### src/rtl/step_seq_ctrl_if.sv
// Transport/tempo bus between the sequencer controller and the pad/sound logic.
// The master drives requests and tempo; the slave (step_seq_ctrl) drives step status.
interface step_seq_ctrl_if #(
    parameter int DIV_W = 8,
    parameter int BAR_W = 2
);
    // Handshake: START/STOP/PAUSE are single-cycle request pulses with no ready;
    // each one is acted on at the edge it is sampled. TEMPO is level, sampled every
    // cycle. TICK and DONE are single-cycle status pulses with no acknowledge.
    logic             START;
    logic             STOP;
    logic             PAUSE;
    logic [DIV_W-1:0] TEMPO;
    logic             TICK;
    logic [1:0]       STEP;
    logic [BAR_W-1:0] BAR;
    logic             CR;
    logic             RUNNING;
    logic             DONE;

    modport master (
        output START, STOP, PAUSE, TEMPO,
        input  TICK, STEP, BAR, CR, RUNNING, DONE
    );

    modport slave (
        input  START, STOP, PAUSE, TEMPO,
        output TICK, STEP, BAR, CR, RUNNING, DONE
    );
endinterface

### src/rtl/step_seq_ctrl.sv
// Tempo divider and IDLE/RUN/PAUSE transport FSM for the 4-step beat counter.
// Define STEP_SEQ_LOOP_EN to loop at end-of-sequence instead of returning to IDLE.
module step_seq_ctrl #(
    parameter int DIV_W = 8,
    parameter int BAR_W = 2
) (
    input  logic                CLK,
    input  logic                RST,
    step_seq_ctrl_if.slave      bus,
    output logic [1:0]          dbg_state
);

    typedef enum logic [1:0] {
        ST_IDLE  = 2'd0,
        ST_RUN   = 2'd1,
        ST_PAUSE = 2'd2
    } state_e;

    localparam logic [DIV_W-1:0] DIV_ONE  = {{(DIV_W-1){1'b0}}, 1'b1};
    localparam logic [BAR_W-1:0] BAR_ONE  = {{(BAR_W-1){1'b0}}, 1'b1};
    localparam logic [BAR_W-1:0] BAR_LAST = {BAR_W{1'b1}};

    state_e           state_q, state_d;
    logic [DIV_W-1:0] div_q, div_d;
    logic [1:0]       step_q, step_d;
    logic [BAR_W-1:0] bar_q, bar_d;
    logic             tick_q, tick_d;
    logic             done_q, done_d;

    logic step_due;
    logic seq_end;

    // >= rather than == so a TEMPO drop below the running count advances at once.
    assign step_due = (div_q >= bus.TEMPO);
    assign seq_end  = step_due && (step_q == 2'd3) && (bar_q == BAR_LAST);

    always_comb begin
        state_d = state_q;
        div_d   = div_q;
        step_d  = step_q;
        bar_d   = bar_q;
        tick_d  = 1'b0;
        done_d  = 1'b0;

        case (state_q)
            ST_IDLE: begin
                div_d  = '0;
                step_d = '0;
                bar_d  = '0;
                // STOP outranks START even though IDLE has nothing to stop.
                if (bus.START && !bus.STOP) begin
                    state_d = ST_RUN;
                    tick_d  = 1'b1;
                end
            end

            ST_RUN: begin
                if (bus.STOP) begin
                    state_d = ST_IDLE;
                    div_d   = '0;
                    step_d  = '0;
                    bar_d   = '0;
                end else if (bus.START) begin
                    div_d  = '0;
                    step_d = '0;
                    bar_d  = '0;
                    tick_d = 1'b1;
                end else if (bus.PAUSE) begin
                    state_d = ST_PAUSE;
                end else if (step_due) begin
                    div_d  = '0;
                    step_d = step_q + 2'd1;
                    tick_d = 1'b1;
                    if (step_q == 2'd3) begin
                        bar_d = bar_q + BAR_ONE;
                    end
                    if (seq_end) begin
                        done_d = 1'b1;
`ifdef STEP_SEQ_LOOP_EN
                        state_d = ST_RUN;
`else
                        state_d = ST_IDLE;
                        tick_d  = 1'b0;
`endif
                    end
                end else begin
                    div_d = div_q + DIV_ONE;
                end
            end

            ST_PAUSE: begin
                if (bus.STOP) begin
                    state_d = ST_IDLE;
                    div_d   = '0;
                    step_d  = '0;
                    bar_d   = '0;
                end else if (bus.START || bus.PAUSE) begin
                    // Resume only: counters continue from where they froze.
                    state_d = ST_RUN;
                end
            end

            default: begin
                state_d = ST_IDLE;
                div_d   = '0;
                step_d  = '0;
                bar_d   = '0;
            end
        endcase
    end

    always_ff @(posedge CLK or negedge RST) begin
        if (!RST) begin
            state_q <= ST_IDLE;
            div_q   <= '0;
            step_q  <= '0;
            bar_q   <= '0;
            tick_q  <= 1'b0;
            done_q  <= 1'b0;
        end else begin
            state_q <= state_d;
            div_q   <= div_d;
            step_q  <= step_d;
            bar_q   <= bar_d;
            tick_q  <= tick_d;
            done_q  <= done_d;
        end
    end

    assign bus.TICK    = tick_q;
    assign bus.STEP    = step_q;
    assign bus.BAR     = bar_q;
    assign bus.CR      = (step_q == 2'd3);
    assign bus.RUNNING = (state_q == ST_RUN);
    assign bus.DONE    = done_q;
    assign dbg_state   = state_q;

endmodule

### src/flat_wrapper.sv
// flat-port wrapper written by rule: the top's interface ports become plain ports
module step_seq_ctrl_flat 
#(
    parameter int DIV_W = 8,
    parameter int BAR_W = 2
)
  (CLK, RST, dbg_state, bus_START, bus_STOP, bus_PAUSE, bus_TEMPO, bus_TICK, bus_STEP, bus_BAR, bus_CR, bus_RUNNING, bus_DONE);
  step_seq_ctrl_if #(.DIV_W(DIV_W), .BAR_W(BAR_W)) bus_i ();
  input  logic CLK;
  input  logic RST;
  output logic [1:0] dbg_state;
  input wire logic [$bits(bus_i.START)-1:0] bus_START;
  input wire logic [$bits(bus_i.STOP)-1:0] bus_STOP;
  input wire logic [$bits(bus_i.PAUSE)-1:0] bus_PAUSE;
  input wire logic [$bits(bus_i.TEMPO)-1:0] bus_TEMPO;
  output wire logic [$bits(bus_i.TICK)-1:0] bus_TICK;
  output wire logic [$bits(bus_i.STEP)-1:0] bus_STEP;
  output wire logic [$bits(bus_i.BAR)-1:0] bus_BAR;
  output wire logic [$bits(bus_i.CR)-1:0] bus_CR;
  output wire logic [$bits(bus_i.RUNNING)-1:0] bus_RUNNING;
  output wire logic [$bits(bus_i.DONE)-1:0] bus_DONE;
  assign bus_i.START = bus_START;
  assign bus_i.STOP = bus_STOP;
  assign bus_i.PAUSE = bus_PAUSE;
  assign bus_i.TEMPO = bus_TEMPO;
  assign bus_TICK = bus_i.TICK;
  assign bus_STEP = bus_i.STEP;
  assign bus_BAR = bus_i.BAR;
  assign bus_CR = bus_i.CR;
  assign bus_RUNNING = bus_i.RUNNING;
  assign bus_DONE = bus_i.DONE;
  step_seq_ctrl #(.DIV_W(DIV_W), .BAR_W(BAR_W)) u_core (.CLK(CLK), .RST(RST), .bus(bus_i), .dbg_state(dbg_state));
endmodule
### config.mk
export PLATFORM = sky130hd
export DESIGN_NAME = step_seq_ctrl_flat
export DESIGN_NICKNAME = d
export VERILOG_FILES = /design/src/rtl/step_seq_ctrl_if.sv /design/src/rtl/step_seq_ctrl.sv /design/src/flat_wrapper.sv
export SDC_FILE = /design/constraint.sdc
export NUM_CORES = 1
export LEC_CHECK = 0
export ABC_AREA = 0
export CORE_AREA = 2 2 54 56
export CTS_BUF_LIST = sky130_fd_sc_hd__clkbuf_2
export CTS_CLUSTER_DIAMETER = 100
export DETAILED_ROUTE_END_ITERATION = 8
export DIE_AREA = 0 0 56 58
export PLACE_DENSITY = 0.7
export SLEW_MARGIN = 20
export SYNTH_ARGS = -nofsm -noshare
export SYNTH_HDL_FRONTEND = slang
export SYNTH_SLANG_ARGS = --single-unit
### constraint.sdc
create_clock -name CLK -period 2.7 [get_ports CLK]
set_clock_uncertainty 0.2 [all_clocks]
set_input_delay 0.675 -clock CLK [delete_from_list [all_inputs] [get_ports CLK]]
set_output_delay 0.675 -clock CLK [all_outputs]
set_load 0.03 [all_outputs]
==> summary.md <==
| Metric | Value |
|---|---|
| Status | finished clean |
| Pwr per Cell Area | 294 nW/um2 |
| Core ar. | 2660 um2 |
| Layout area overhead | 32.8% |
| Leakage | 0.662 nW |
| Cell chain of the critical path | clkdlybuf4s50_1, inv_1, ha_1, a211o_1, a31oi_4, o311ai_4, o31a_1, o22ai_2 |
| Hold Slack | 333 ps |
| Sw Ratio | 26.8% |
| Detailed Route WL | 2340 um |
| Antenna violations before repair | 0 |
| Combinational Power Share | 19.4% |
| Mapped Area | 1100 um2 |
| R2R depth | 6 |
| Syn avg cell area | 9.21 um2 |
| Nets | 177 |
| Row count | 19 |
| Total number of vias | 1010 |
| Post-CTS setup buffers | 0 |
| Crit end category | flop |
| Min-Delay Path Class | flop to flop |
| Slew @ Worst Pin | 720 ps |
| Sequential share of power | 57.2% |
| Antenna fix cells | 0 |
| Peak Freq | 0.381 GHz |
| Most common cell after layout, fill and taps aside | clkdlybuf4s50_1 |
| CTS tree | done |
| Synth Warn # | 0 |
| RR Endpoint | u_core.div_q[3]$_DFFE_PN0P_ |
| Share of layout cells above drive strength 1 | 13.9% |
| Max_cap viols | 0 |
| CTS Buf Count | 3 |
| Placer Congestion | 0.747 |
| Startpoint types | input port |
| Synthesized Nets | 143 |
| Slowest cell on the critical path | clkdlybuf4s50_1 |
| Final Total Pwr | 0.429 mW |
| Vias per cell | 5.55 |
| Most frequent cells in the layout | clkdlybuf4s50_1, inv_1, dfrtp_1, ha_1, buf_4 |
| Register-to-Register Setup Slack | 520 ps |
| Pins Over Slew Limit | 0 |
| Cell variety after synth | 33 |
| Crit Path Category | input port to flop |
| CP Buf/Inv Count | 2 |
| DRT iter0 DRCs | 20 |
| First-pass GRT wire length | 4130 um |
| CTS clk-pin slew, worst paths | 140 ps |
| Buffers on Ports | 22 |
| DRC | 0 |
| Layout fillers | 257 |
| GRT Overall Usage | 15.5% |
| Peak VDD IR | 0.209 mV |
| P_sw | 0.115 mW |
| Mapped Cells | 119 |
| FF+latch area | 400 um2 |
| CP delay by family, top | compound AO/OA/AOI/OAI gates |
| Total grt overflow | 0 |
| Largest net degree at the start of global routing | 17 |
| Synth top area cells | dfrtp_1, ha_1, inv_1 |
| Finish-stage setup viols | 0 |
| Max_slew headroom | 51.9% |
| CTS Buffer Depth | 2 |
| CTS root buffer | clkbuf_2 |
| Int Power | 0.314 mW |
| Register area share after synthesis | 36.5% |
| Multi-input gate area | 649 um2 |
| Die Height | 58 um |
| Hold_sp | u_core.bus.BAR[0]$_DFFE_PN0P_ |
| IO Count | 23 |
| Number of detailed-route iterations in the first pass | 4 |
| Clock sinks | 16 |
| Area share of the largest cell type after synthesis | 36.5% |
| Hold endpoint | u_core.bus.BAR[0]$_DFFE_PN0P_ |
| Routed Antenna Nets | 0 |
| Seq cells post-synth | 16 |
| Hold Crit Depth | 1 |
| Critical Path Max Stage Delay | 450 ps |
| Crit path time final | 2620 ps |
| Die footprint | 3250 um2 |
| Initial Utilization | 41.2% |
| Synth area leader | dfrtp_1 |
| Latest clock arrival within the worst-skew pair | 270 ps |
| Fin crit share | 97.2% |
| Reg2reg start | u_core.div_q[2]$_DFFE_PN0P_ |
| Drt wl/cell | 12.8 um |
| CP required | 2710 ps |
| Vias in the first global route | 996 |
| Arrival time of the worst setup path | 2640 ps |
| Clock power frac | 23.5% |
| Final hold vios | 0 |
| Post-DP HPWL | 1810 um |
| Crit path max fanout | 7 |
| Die W | 56 um |
| CTS HTree Levels | 1 |
## per-layer routing
metal	vias up	share of wire, %	routed length [um]	global-route usage [%]
met1	480	47	1110	20.5
met2	24	48	1120	27.1
met5	-	0	0	0
met4	0	0.30	7	2.38
li1	504	-	-	-
met3	2	4.2	99	3.13
## flip-flops by register name, indices dropped and copies added (netlist names)
register and cells:
u_core.bus.BAR 2, u_core.div_q 8, u_core.bus.DONE 1, u_core.bus.TICK 1, u_core.dbg_state 2, u_core.bus.STEP 2
## worst register-to-register path, delay by kind of cell, from the launching register on
kind                     cells  cell delay [ps]
adder cells (fa/ha/maj)      1              310
flip-flops                   1              450
AO/OA/AOI/OAI                5             1150
## Yosys cell counts, drive strengths merged
cell / count
a21o: 2
o22ai: 6
o31a: 1
o311a: 1
nand2b: 6
clkbuf: 1
dfrtp: 16
o2bb2ai: 2
nor4: 1
o21ai: 7
a211o: 2
a31oi: 4
inv: 17
or3: 2
nand4: 3
nor2: 5
buf: 1
o31ai: 2
o311ai: 1
nand2: 6
and3: 3
ha: 11
o211ai: 1
nor3: 2
a21oi: 6
nand3: 9
nand4bb: 1
## kinds of logic (layout without fill, tap and decap cells)
group           after synthesis  in the layout  share of synthesized area, %
simple gates                 38             38                          20.0
compound gates               35             35                          24.4
buf+inv                      19             51                          6.51
flops                        16             16                          36.5
fa+ha+maj                    11             11                          12.6
## area by class of cell
class / instances / area share (%)
multi-input cells: 84 / 44.6
flip-flops and latches: 16 / 27.5
repair buffers: 31 / 19.8
inverters: 17 / 4.39
well taps: 31 / 2.67
clock buffers: 3 / 1.03
## power groups by stage
stage,Combinational [mW],Sequential [mW],Clock [mW]
after global routing,0.0914,0.246,0.116
after detailed placement,0.0811,0.250,0
after global placement,0.0792,0.249,0
final,0.0829,0.245,0.101
after floorplan,0.0332,0.254,0
after CTS,0.0813,0.245,0.108
## through the flow
stage	setup WS, ps	std cells	TNS (ps)	utilization, %	cell area (um2)
after floorplan	344	119	0	-	1100
after global placement	-220	179	-2360	53.1	1420
after detailed placement	-232	179	-2780	53.1	1420
after CTS	73.0	182	0	53.7	1430
after global routing	-1.84	182	-2.11	54.7	1460
final	76.1	182	0	54.7	1460
## worst max-delay path by stage
stage,from,end,depth (start not counted)
final,bus_TEMPO[2],u_core.div_q[3]$_DFFE_PN0P_,8
after global routing,bus_TEMPO[2],u_core.div_q[3]$_DFFE_PN0P_,8
after CTS,bus_TEMPO[2],u_core.div_q[4]$_DFFE_PN0P_,8
after detailed placement,bus_TEMPO[2],u_core.div_q[4]$_DFFE_PN0P_,8
after global placement,bus_TEMPO[2],u_core.div_q[4]$_DFFE_PN0P_,8
after floorplan,bus_TEMPO[2],u_core.div_q[3]$_DFFE_PN0P_,7
## what timing repair did
| action | 4_1_cts | 5_1_grt |
|---|---|---|
| hold buffers | 0 | 0 |
| setup endpoints to repair | 0 | 10 |
| gates resized for setup | 0 | 3 |
Power figures use the tool's default switching activity.
